`config.mk`:
```
export PLATFORM = sky130hd
export DESIGN_NAME = router
export DESIGN_NICKNAME = d
export VERILOG_FILES = /design/src/rtl/router_pkg.sv /design/src/rtl/router_out_reg.sv /design/src/rtl/router.sv
export SDC_FILE = /design/constraint.sdc
export NUM_CORES = 1
export LEC_CHECK = 0
export BUFFER_PORTS_ARGS = -buffer_cell sky130_fd_sc_hd__buf_2
export CAP_MARGIN = 40
export CORE_MARGIN = 3
export CORE_UTILIZATION = 48
export DETAILED_ROUTE_END_ITERATION = 10
export GPL_TIMING_DRIVEN = 0
export PLACE_DENSITY = 0.84
export SYNTH_ARGS = -nofsm -noshare
export SYNTH_HDL_FRONTEND = slang
export SYNTH_SLANG_ARGS = --single-unit
```
`constraint.sdc`:
```
create_clock -name clk -period 0.8 [get_ports clk]
set_input_delay 0.04 -clock clk [delete_from_list [all_inputs] [get_ports clk]]
set_output_delay 0.04 -clock clk [all_outputs]
set_load 0.01 [all_outputs]
```
`src/rtl/router_pkg.sv`:
```
// rtl/router_pkg.sv - shared mode encoding, side indices and mode-to-side-set decode
package router_pkg;

  localparam int unsigned NUM_SIDES = 4;

  typedef logic [1:0] side_t;
  typedef logic [NUM_SIDES-1:0] side_mask_t;

  localparam side_t N = 2'd0;
  localparam side_t S = 2'd1;
  localparam side_t W = 2'd2;
  localparam side_t E = 2'd3;

  typedef enum logic [3:0] {
    ALL       = 4'd0,
    NORTH     = 4'd1,
    SOUTH     = 4'd2,
    WEST      = 4'd3,
    EAST      = 4'd4,
    EASTNORTH = 4'd5,
    EASTSOUTH = 4'd6,
    EASTWEST  = 4'd7,
    WESTNORTH = 4'd8,
    WESTSOUTH = 4'd9,
    WESTEAST  = 4'd10
  } router_mode_e;

  // Codes 11-15 fall through to the empty set.
  function automatic side_mask_t mode_to_mask(input logic [3:0] mode);
    side_mask_t m;
    m = '0;
    case (router_mode_e'(mode))
      ALL:       m = '1;
      NORTH:     m[N] = 1'b1;
      SOUTH:     m[S] = 1'b1;
      WEST:      m[W] = 1'b1;
      EAST:      m[E] = 1'b1;
      EASTNORTH: begin m[E] = 1'b1; m[N] = 1'b1; end
      EASTSOUTH: begin m[E] = 1'b1; m[S] = 1'b1; end
      EASTWEST:  begin m[E] = 1'b1; m[W] = 1'b1; end
      WESTNORTH: begin m[W] = 1'b1; m[N] = 1'b1; end
      WESTSOUTH: begin m[W] = 1'b1; m[S] = 1'b1; end
      WESTEAST:  begin m[W] = 1'b1; m[E] = 1'b1; end
      default:   m = '0;
    endcase
    return m;
  endfunction

endpackage

```
`src/rtl/router_out_reg.sv`:
```
// rtl/router_out_reg.sv - one output side: data plus valid flop with async active-low clear
module router_out_reg #(
  parameter int DATA_WIDTH = 16
) (
  input  logic                  clk,
  input  logic                  rst_n,
  input  logic [DATA_WIDTH-1:0] data_i,
  input  logic                  enable_i,
  output logic [DATA_WIDTH-1:0] data_o,
  output logic                  enable_o
);

  logic [DATA_WIDTH-1:0] data_d, data_q;
  logic                  enable_d, enable_q;

  assign data_d   = data_i;
  assign enable_d = enable_i;

  always_ff @(posedge clk or negedge rst_n) begin
    if (!rst_n) begin
      data_q   <= '0;
      enable_q <= 1'b0;
    end else begin
      data_q   <= data_d;
      enable_q <= enable_d;
    end
  end

  assign data_o   = data_q;
  assign enable_o = enable_q;

endmodule

```
`src/rtl/router.sv`:
```
// rtl/router.sv - 4-side flit router: priority source select, mode mask decode, registered outputs
module router
  import router_pkg::*;
#(
  parameter int DATA_WIDTH = 16
) (
  input  logic                  clk,
  input  logic                  rst_n,
  input  logic [3:0]            router_mode,
  input  logic [DATA_WIDTH-1:0] north_data_i,
  input  logic [DATA_WIDTH-1:0] south_data_i,
  input  logic [DATA_WIDTH-1:0] west_data_i,
  input  logic [DATA_WIDTH-1:0] east_data_i,
  input  logic                  north_enable_i,
  input  logic                  south_enable_i,
  input  logic                  west_enable_i,
  input  logic                  east_enable_i,
  output logic [DATA_WIDTH-1:0] north_data_o,
  output logic [DATA_WIDTH-1:0] south_data_o,
  output logic [DATA_WIDTH-1:0] west_data_o,
  output logic [DATA_WIDTH-1:0] east_data_o,
  output logic                  north_enable_o,
  output logic                  south_enable_o,
  output logic                  west_enable_o,
  output logic                  east_enable_o
);

  logic [DATA_WIDTH-1:0] src_data;
  side_mask_t            src_onehot;
  side_mask_t            out_mask;

  // Fixed priority north > south > west > east; losers are dropped.
  always_comb begin
    src_data   = '0;
    src_onehot = '0;
    if (north_enable_i) begin
      src_data      = north_data_i;
      src_onehot[N] = 1'b1;
    end else if (south_enable_i) begin
      src_data      = south_data_i;
      src_onehot[S] = 1'b1;
    end else if (west_enable_i) begin
      src_data      = west_data_i;
      src_onehot[W] = 1'b1;
    end else if (east_enable_i) begin
      src_data      = east_data_i;
      src_onehot[E] = 1'b1;
    end
  end

  // No source means no outputs; the source side never echoes its own flit.
  assign out_mask = (src_onehot == '0) ? '0 : (mode_to_mask(router_mode) & ~src_onehot);

  logic [DATA_WIDTH-1:0] out_data [NUM_SIDES];
  logic                  out_en   [NUM_SIDES];

  for (genvar i = 0; i < NUM_SIDES; i++) begin : g_side
    router_out_reg #(
      .DATA_WIDTH(DATA_WIDTH)
    ) u_out_reg (
      .clk      (clk),
      .rst_n    (rst_n),
      .data_i   (out_mask[i] ? src_data : '0),
      .enable_i (out_mask[i]),
      .data_o   (out_data[i]),
      .enable_o (out_en[i])
    );
  end

  assign north_data_o   = out_data[N];
  assign south_data_o   = out_data[S];
  assign west_data_o    = out_data[W];
  assign east_data_o    = out_data[E];
  assign north_enable_o = out_en[N];
  assign south_enable_o = out_en[S];
  assign west_enable_o  = out_en[W];
  assign east_enable_o  = out_en[E];

endmodule

```
==> flow_metrics.py, run 1 <==
metrics = {
    "place": {
        "io_buffer_count": 140,
        "dp_slack_ns": -0.595,
        "gp_congestion": 0.899,
        "dp.cells": 443,
        "dpl.hpwl_um": 5820,
        "place_area_mm2": 0.00367,
    },
    "timing": {
        "relSlewSlack_pct": 66.5,
        "tightest_slew_ns": 0.503,
        "min_period_ns": 0.930,
        "post-route-period-util_pct": 116,
        "setup_viol": 121,
        "hold_ws_ns": -0.336,
        "finalWorstSetupSlack_ns": -0.130,
        "final_max_slew_viol_count": 0,
        "report.final.hold_viol_count": 19,
        "rsz0062_at_grt": "yes",
        "fmax_mhz": 1080,
    },
    "pwr": {
        "p_leak_nw": 2.35,
        "power.density_mw_per_mm2": 1920,
        "vdd_drop_max_uv": 1350,
    },
    "layout": {
        "layout-drive-gt1-share_pct": 60.3,
        "area_delta_synth_final_pct": 64.8,
        "layout.cells.non_filler": 478,
        "final_area_mm2": 0.00446,
        "nets": 477,
        "n_antenna_cell": 0,
    },
    "worst_setup_path": {
        "cp_data_required_time_ns": 1.00,
        "worstSetupPathType": "input port to flip-flop",
        "worst_setup_path_start_kind": "input port",
        "slowest_delay_ns": 0.30,
        "crit_slowest_cell": "a221o_1",
        "critical-path-top-delay-family": "compound AO/OA/AOI/OAI gates",
        "path_max_fanout": 5,
        "critPathArrivalTime_ns": 1.13,
        "cp-end-kind": "flip-flop",
        "path_buf_inv": 2,
        "worstPathCellList": "buf_8, and2b_4, buf_4, a221o_1, a22oi_2, nor2_1",
    },
    "global_route": {
        "gr-usage-met1_pct": 30.5,
        "grt_use_total_pct": 26.8,
        "grt_overflow": 0,
        "gr-usage-met2_pct": 48.7,
        "top_usage_layer": "met2",
        "grt_pass1_vias": 2565,
        "antenna_found_initial": 0,
        "grt_pass1_wl_um": 12800,
        "grt_max_degree": 28,
        "met3_usage_pct": 4.43,
    },
    "synthesis": {
        "synth_edf_count": 0,
        "synthFlopType": "dfrtp_1",
        "synth_fp_nets": 305,
        "syn_avg_cell_area_um2": 11.7,
        "synth.cell_area_mm2": 0.00271,
        "synth-seq-area-share_pct": 62.9,
        "synthArstFlopShare_pct": 100,
        "netlist_instances": 231,
        "synthDistinctLibCells": 30,
        "ys_warn_count": 0,
        "yosys_register_bits": 68,
    },
    "detailed_routing": {
        "drt_iter0_markers": 179,
        "drt-total-wl_um": 9520,
        "wl_per_cell_um": 19.9,
        "first_pass_iters": 4,
        "via_per_inst": 5.37,
        "num_vias": 2568,
        "postRouteAntennaNets": 0,
        "drc": 0,
    },
    "worst_hold_path": {
        "hp-class": "input port to asynchronous set/reset pin",
    },
    "clocking": {
        "cts_buffers": 9,
        "cts_max_path_buffers": 2,
        "htreeDepth": 3,
        "clk_pin_slew_ns": 0.07,
        "cts_root_buffer": "clkbuf_8",
        "cts_tree": "done",
        "cts_num_sinks": 68,
    },
    "die": {
        "die_y_um": 81.1,
        "coreArea_mm2": 0.00527,
        "die_area_mm2": 0.00657,
        "std_cell_rows": 26,
        "die_width_um": 81.1,
        "initial_core_util_pct": 51.3,
        "io_pins": 142,
    },
    "job": {
        "max_cap_viol_count": 0,
    },
    "run_status": {
        "violations": "negative hold slack, negative setup slack",
        "outcome": "finished with violations",
    },
}
layer usage:
layer	share of wire (%)	up-vias	wire, um
li1	-	1125	-
met1	36	1269	3420
met2	54	147	5160
met3	6.8	27	648
met4	3.0	0	290
met5	0	-	0
report_power, final:
group	switching (mW)	internal, mW	total (mW)
Sequential	0.0762	3.65	3.73
Combinational	0.955	0.832	1.79
Clock	1.27	1.76	3.03
cells by family (layout without fill, tap and decap cells):
logic type | Yosys count | count (layout) | share of synthesized area (%)
flops | 68 | 68 | 62.9
buf+inv | 24 | 201 | 4.39
compound gates | 42 | 42 | 16.1
simple gates | 97 | 97 | 16.6
how the worst max path moves through the flow:
stage                         from                              to  slack [ns]  depth (start not counted)
detailed placement  south_enable_i   g_side[2].u_out_reg.data_o[7]       -0.60                          6
global route        south_enable_i   g_side[3].u_out_reg.data_o[2]       -0.18                          6
CTS                 south_enable_i   g_side[3].u_out_reg.data_o[9]       -0.13                          6
global placement     west_enable_i   g_side[1].u_out_reg.data_o[9]       -0.55                          6
floorplan           south_enable_i  g_side[1].u_out_reg.data_o[10]       -0.23                          5
finish              south_enable_i   g_side[3].u_out_reg.data_o[2]       -0.13                          6
layout by cell type, fill, tap and decap left out, types with 4 or more instances in the layout:
cell type / netlist / routed
buf_4: 2 / 13
a221o_1: 9 / 9
nand2b_1: 12 / 10
buf_2: 5 / 119
a22oi_2: 9 / 10
clkbuf_8: 0 / 10
buf_8: 0 / 4
buf_6: 2 / 26
nor2_2: 9 / 14
inv_1: 12 / 11
a221oi_4: 0 / 5
buf_12: 0 / 6
nor2_4: 0 / 6
dfrtp_1: 68 / 68
nand2_1: 9 / 5
nor2_1: 59 / 48
a22o_4: 0 / 4
metrics by stage:
stage	total power, mW	setup TNS (ns)	util (%)
5_1_grt	8.83	-12.29	84.6
2_1_floorplan	4.45	-10.77	-
3_5_place_dp	5.14	-32.61	69.6
6_report	8.54	-8.86	84.6
3_3_place_gp	5.07	-63.51	68.7
4_1_cts	8.25	-7.69	78.8
timing repair:
item,in CTS,in global routing
resized for setup,29,63
endpoints found under the hold margin,19,19
buffers inserted,14,3
cloned,1,1
pin swaps,31,30
setup endpoints to repair,127,132
final cells by class:
class | count | area, um2
flip-flops and latches | 68 | 1700
multi-input cells | 139 | 1170
plain buffers | 12 | 153
clock inverters | 4 | 73.8
well taps | 70 | 87.6
inverters | 12 | 45.0
repair buffers | 161 | 1090
fillers | 254 | 811
clock buffers | 12 | 135
synthesized netlist by cell type, types with 2 or more instances:
library cell,instances,area share [%]
a22oi_2,9,4.2
nand2_1,9,1.2
a221oi_1,6,1.9
clkbuf_1,3,0.42
a21oi_1,3,0.55
nor2_2,9,2.1
dfrtp_1,68,63
buf_2,5,0.92
buf_6,2,0.83
nor2_1,59,8.2
o21ai_2,2,0.65
nor2b_1,2,0.46
a221o_1,9,3.3
inv_1,12,1.7
nand2b_1,12,2.8
a22o_1,6,1.9
buf_4,2,0.55
state kept, by name, indices dropped and copies added, names as in the netlist:
register	cells
g_side.u_out_reg.data_o	64
g_side.u_out_reg.enable_o	4
Power figures use the tool's default switching activity.
==> run 2, diff against run 1 <==
--- a/config.mk
+++ b/config.mk
@@ -5,13 +5,15 @@
 export SDC_FILE = /design/constraint.sdc
 export NUM_CORES = 1
 export LEC_CHECK = 0
+export ABC_AREA = 1
 export BUFFER_PORTS_ARGS = -buffer_cell sky130_fd_sc_hd__buf_2
 export CAP_MARGIN = 40
-export CORE_MARGIN = 3
-export CORE_UTILIZATION = 48
+export CORE_MARGIN = 5
+export CORE_UTILIZATION = 51
 export DETAILED_ROUTE_END_ITERATION = 10
 export GPL_TIMING_DRIVEN = 0
-export PLACE_DENSITY = 0.84
+export PLACE_DENSITY = 0.86
 export SYNTH_ARGS = -nofsm -noshare
 export SYNTH_HDL_FRONTEND = slang
+export SYNTH_HIERARCHICAL = 1
 export SYNTH_SLANG_ARGS = --single-unit
==> flow_metrics.py, run 2 <==
metrics = {
    "synthesis": {
        "synth_edf_count": 0,
        "synth.top_cells.by_area": "dfrtp_1 54%, nand3_1 12%, nand2_1 9.7%",
        "yosys_register_bits": 68,
        "yosysMostFrequentCell": "nand2_1",
        "netlist_instances": 380,
        "syn_avg_cell_area_um2": 8.24,
        "synthFlopType": "dfrtp_1",
        "synthArstFlopShare_pct": 100,
        "synth_top_area_share_pct": 54.3,
        "synth_fp_nets": 454,
        "synthDistinctLibCells": 21,
        "synth.cell_area_mm2": 0.00313,
        "synth-seq-area-share_pct": 54.3,
        "synth_top_area_cell": "dfrtp_1",
        "ys_warn_count": 6,
        "synthTopCellsByCount": "81 x nand2_1, 77 x nand3_1, 70 x inv_1",
    },
    "global_route": {
        "grt_pass1_vias": 3101,
        "antenna_found_initial": 0,
        "grt_overflow": 0,
        "grt_max_degree": 37,
        "grt_use_total_pct": 25.6,
        "grt_pass1_wl_um": 14800,
    },
    "clocking": {
        "clk_pin_slew_ns": 0.08,
        "cts_tree": "done",
        "cts_root_buffer": "clkbuf_8",
        "cts_num_sinks": 68,
        "cts_max_path_buffers": 2,
        "cts_buffers": 9,
        "htreeDepth": 3,
    },
    "job": {
        "max_cap_viol_count": 0,
    },
    "place": {
        "place_area_mm2": 0.00404,
        "dp.cells": 595,
        "dpl.hpwl_um": 7450,
        "gp_congestion": 0.905,
        "dp_slack_ns": -0.450,
        "io_buffer_count": 139,
    },
    "timing": {
        "report.final.hold_viol_count": 32,
        "finalWorstSetupSlack_ns": -0.114,
        "setup_viol": 68,
        "fmax_mhz": 1090,
        "rsz0062_at_grt": "yes",
        "hold_ws_ns": -0.255,
        "tightest_slew_ns": 0.729,
        "min_period_ns": 0.914,
        "final_max_slew_viol_count": 0,
        "relSlewSlack_pct": 51.4,
        "post-route-period-util_pct": 114,
    },
    "detailed_routing": {
        "postRouteAntennaNets": 0,
        "num_vias": 3106,
        "drt_iter0_markers": 154,
        "via_per_inst": 5.08,
        "drt-total-wl_um": 9680,
        "first_pass_iters": 6,
        "wl_per_cell_um": 15.8,
        "drc": 0,
    },
    "worst_setup_path": {
        "cp-end-kind": "output pin",
        "critical-path-top-delay-family": "flip-flops",
        "cp_data_required_time_ns": 0.76,
        "path_max_fanout": 1,
        "worstPathCellList": "buf_2",
        "worstSetupPathType": "flip-flop to output pin",
        "critPathArrivalTime_ns": 0.87,
        "crit_slowest_cell": "dfrtp_1",
        "slowest_delay_ns": 0.39,
        "path_buf_inv": 1,
        "worst_setup_path_start_kind": "flip-flop",
    },
    "die": {
        "initial_core_util_pct": 52.6,
        "coreArea_mm2": 0.00596,
        "io_pins": 142,
        "std_cell_rows": 28,
        "die_width_um": 88.4,
        "die_area_mm2": 0.00781,
        "die_y_um": 88.4,
    },
    "layout": {
        "layout_commonest_cell": "buf_2",
        "nFillCells": 464,
        "layout.cells.non_filler": 611,
        "final_cell_mix": "139 x buf_2, 79 x nand2_1, 68 x dfrtp_1",
        "layout-drive-gt1-share_pct": 37.5,
        "fin_util_pct": 71.8,
        "area_delta_synth_final_pct": 36.5,
        "n_antenna_cell": 0,
        "nets": 605,
        "final_area_mm2": 0.00428,
        "largest_register_ff_count": 64,
    },
    "pwr": {
        "power.density_mw_per_mm2": 1910,
        "vdd_drop_max_uv": 1220,
        "p_leak_nw": 2.82,
    },
    "run_status": {
        "outcome": "finished with violations",
        "violations": "negative hold slack, negative setup slack",
    },
    "worst_hold_path": {
        "hp-class": "input port to asynchronous set/reset pin",
    },
}
run 2: changes by cell type after synthesis, moves of 7 or more:
cell / previous run / this run
nand3_1: 0 / 77
nand2_1: 9 / 81
inv_1: 12 / 70
nand2b_1: 12 / 0
a221o_1: 9 / 0
a22oi_2: 9 / 0
nor2_1: 59 / 50
nor2_2: 9 / 1
buf_6: 2 / 9
run 2: cell type report:
type / instances / area (um2) / area share [%]
Buffer: 14 / 171 / 4.01
Inverter: 74 / 280 / 6.55
Multi-Input combinational cell: 223 / 1090 / 25.4
Tap cell: 75 / 93.8 / 2.19
Sequential cell: 68 / 1700 / 39.8
Clock inverter: 7 / 82.6 / 1.93
Clock buffer: 9 / 124 / 2.90
Timing Repair Buffer: 141 / 736 / 17.2
run 2: cell families (layout without fill, tap and decap cells):
| group | Yosys count | after routing | share of synthesized area (%) |
|---|---|---|---|
| simple gates | 219 | 219 | 31.4 |
| buf+inv | 89 | 245 | 13.3 |
| flops | 68 | 68 | 54.3 |
| compound gates | 4 | 4 | 0.998 |
run 2: path summary, 6_finish.rpt:
path	from	end	slack (ns)	cells past startpoint
min	rst_n	g_side[1].u_out_reg/data_o[13]	-0.25	1
max	g_side[1].u_out_reg/data_o[15]	south_data_o[15]	-0.11	1
min in group clk	north_enable_i	g_side[0].u_out_reg/data_o[15]	0.03	4
max in group asynchronous	rst_n	g_side[3].u_out_reg/data_o[2]	0.41	2
run 2: what timing repair did:
action                                  CTS  global route
endpoints found under the setup margin   92            74
buffers inserted                          1             0
pin swaps                                 1             0
resized for setup                         0             5
endpoints found under the hold margin    32            32
run 2: metrics by stage:
stage / setup TNS [ns] / total power [mW]
finish: -5.78 / 8.16
global placement: -53.13 / 5.20
global route: -7.67 / 8.53
CTS: -6.51 / 8.19
floorplan: -2.12 / 4.56
detailed placement: -21.51 / 5.26
run 2: report_power, final:
| group | internal [mW] | switching (mW) | total, mW |
|---|---|---|---|
| clock | 1.49 | 1.46 | 2.96 |
| sequential | 3.64 | 0.0606 | 3.70 |
| combinational | 0.580 | 0.926 | 1.51 |
| total | 5.71 | 2.45 | 8.16 |
run 2: per-layer routing:
metal / GRT usage, % / part of all wire [%]
met4: 12.9 / 4.0
met5: 0 / 0
met1: 30.5 / 37
met3: 4.28 / 10
met2: 44.7 / 49
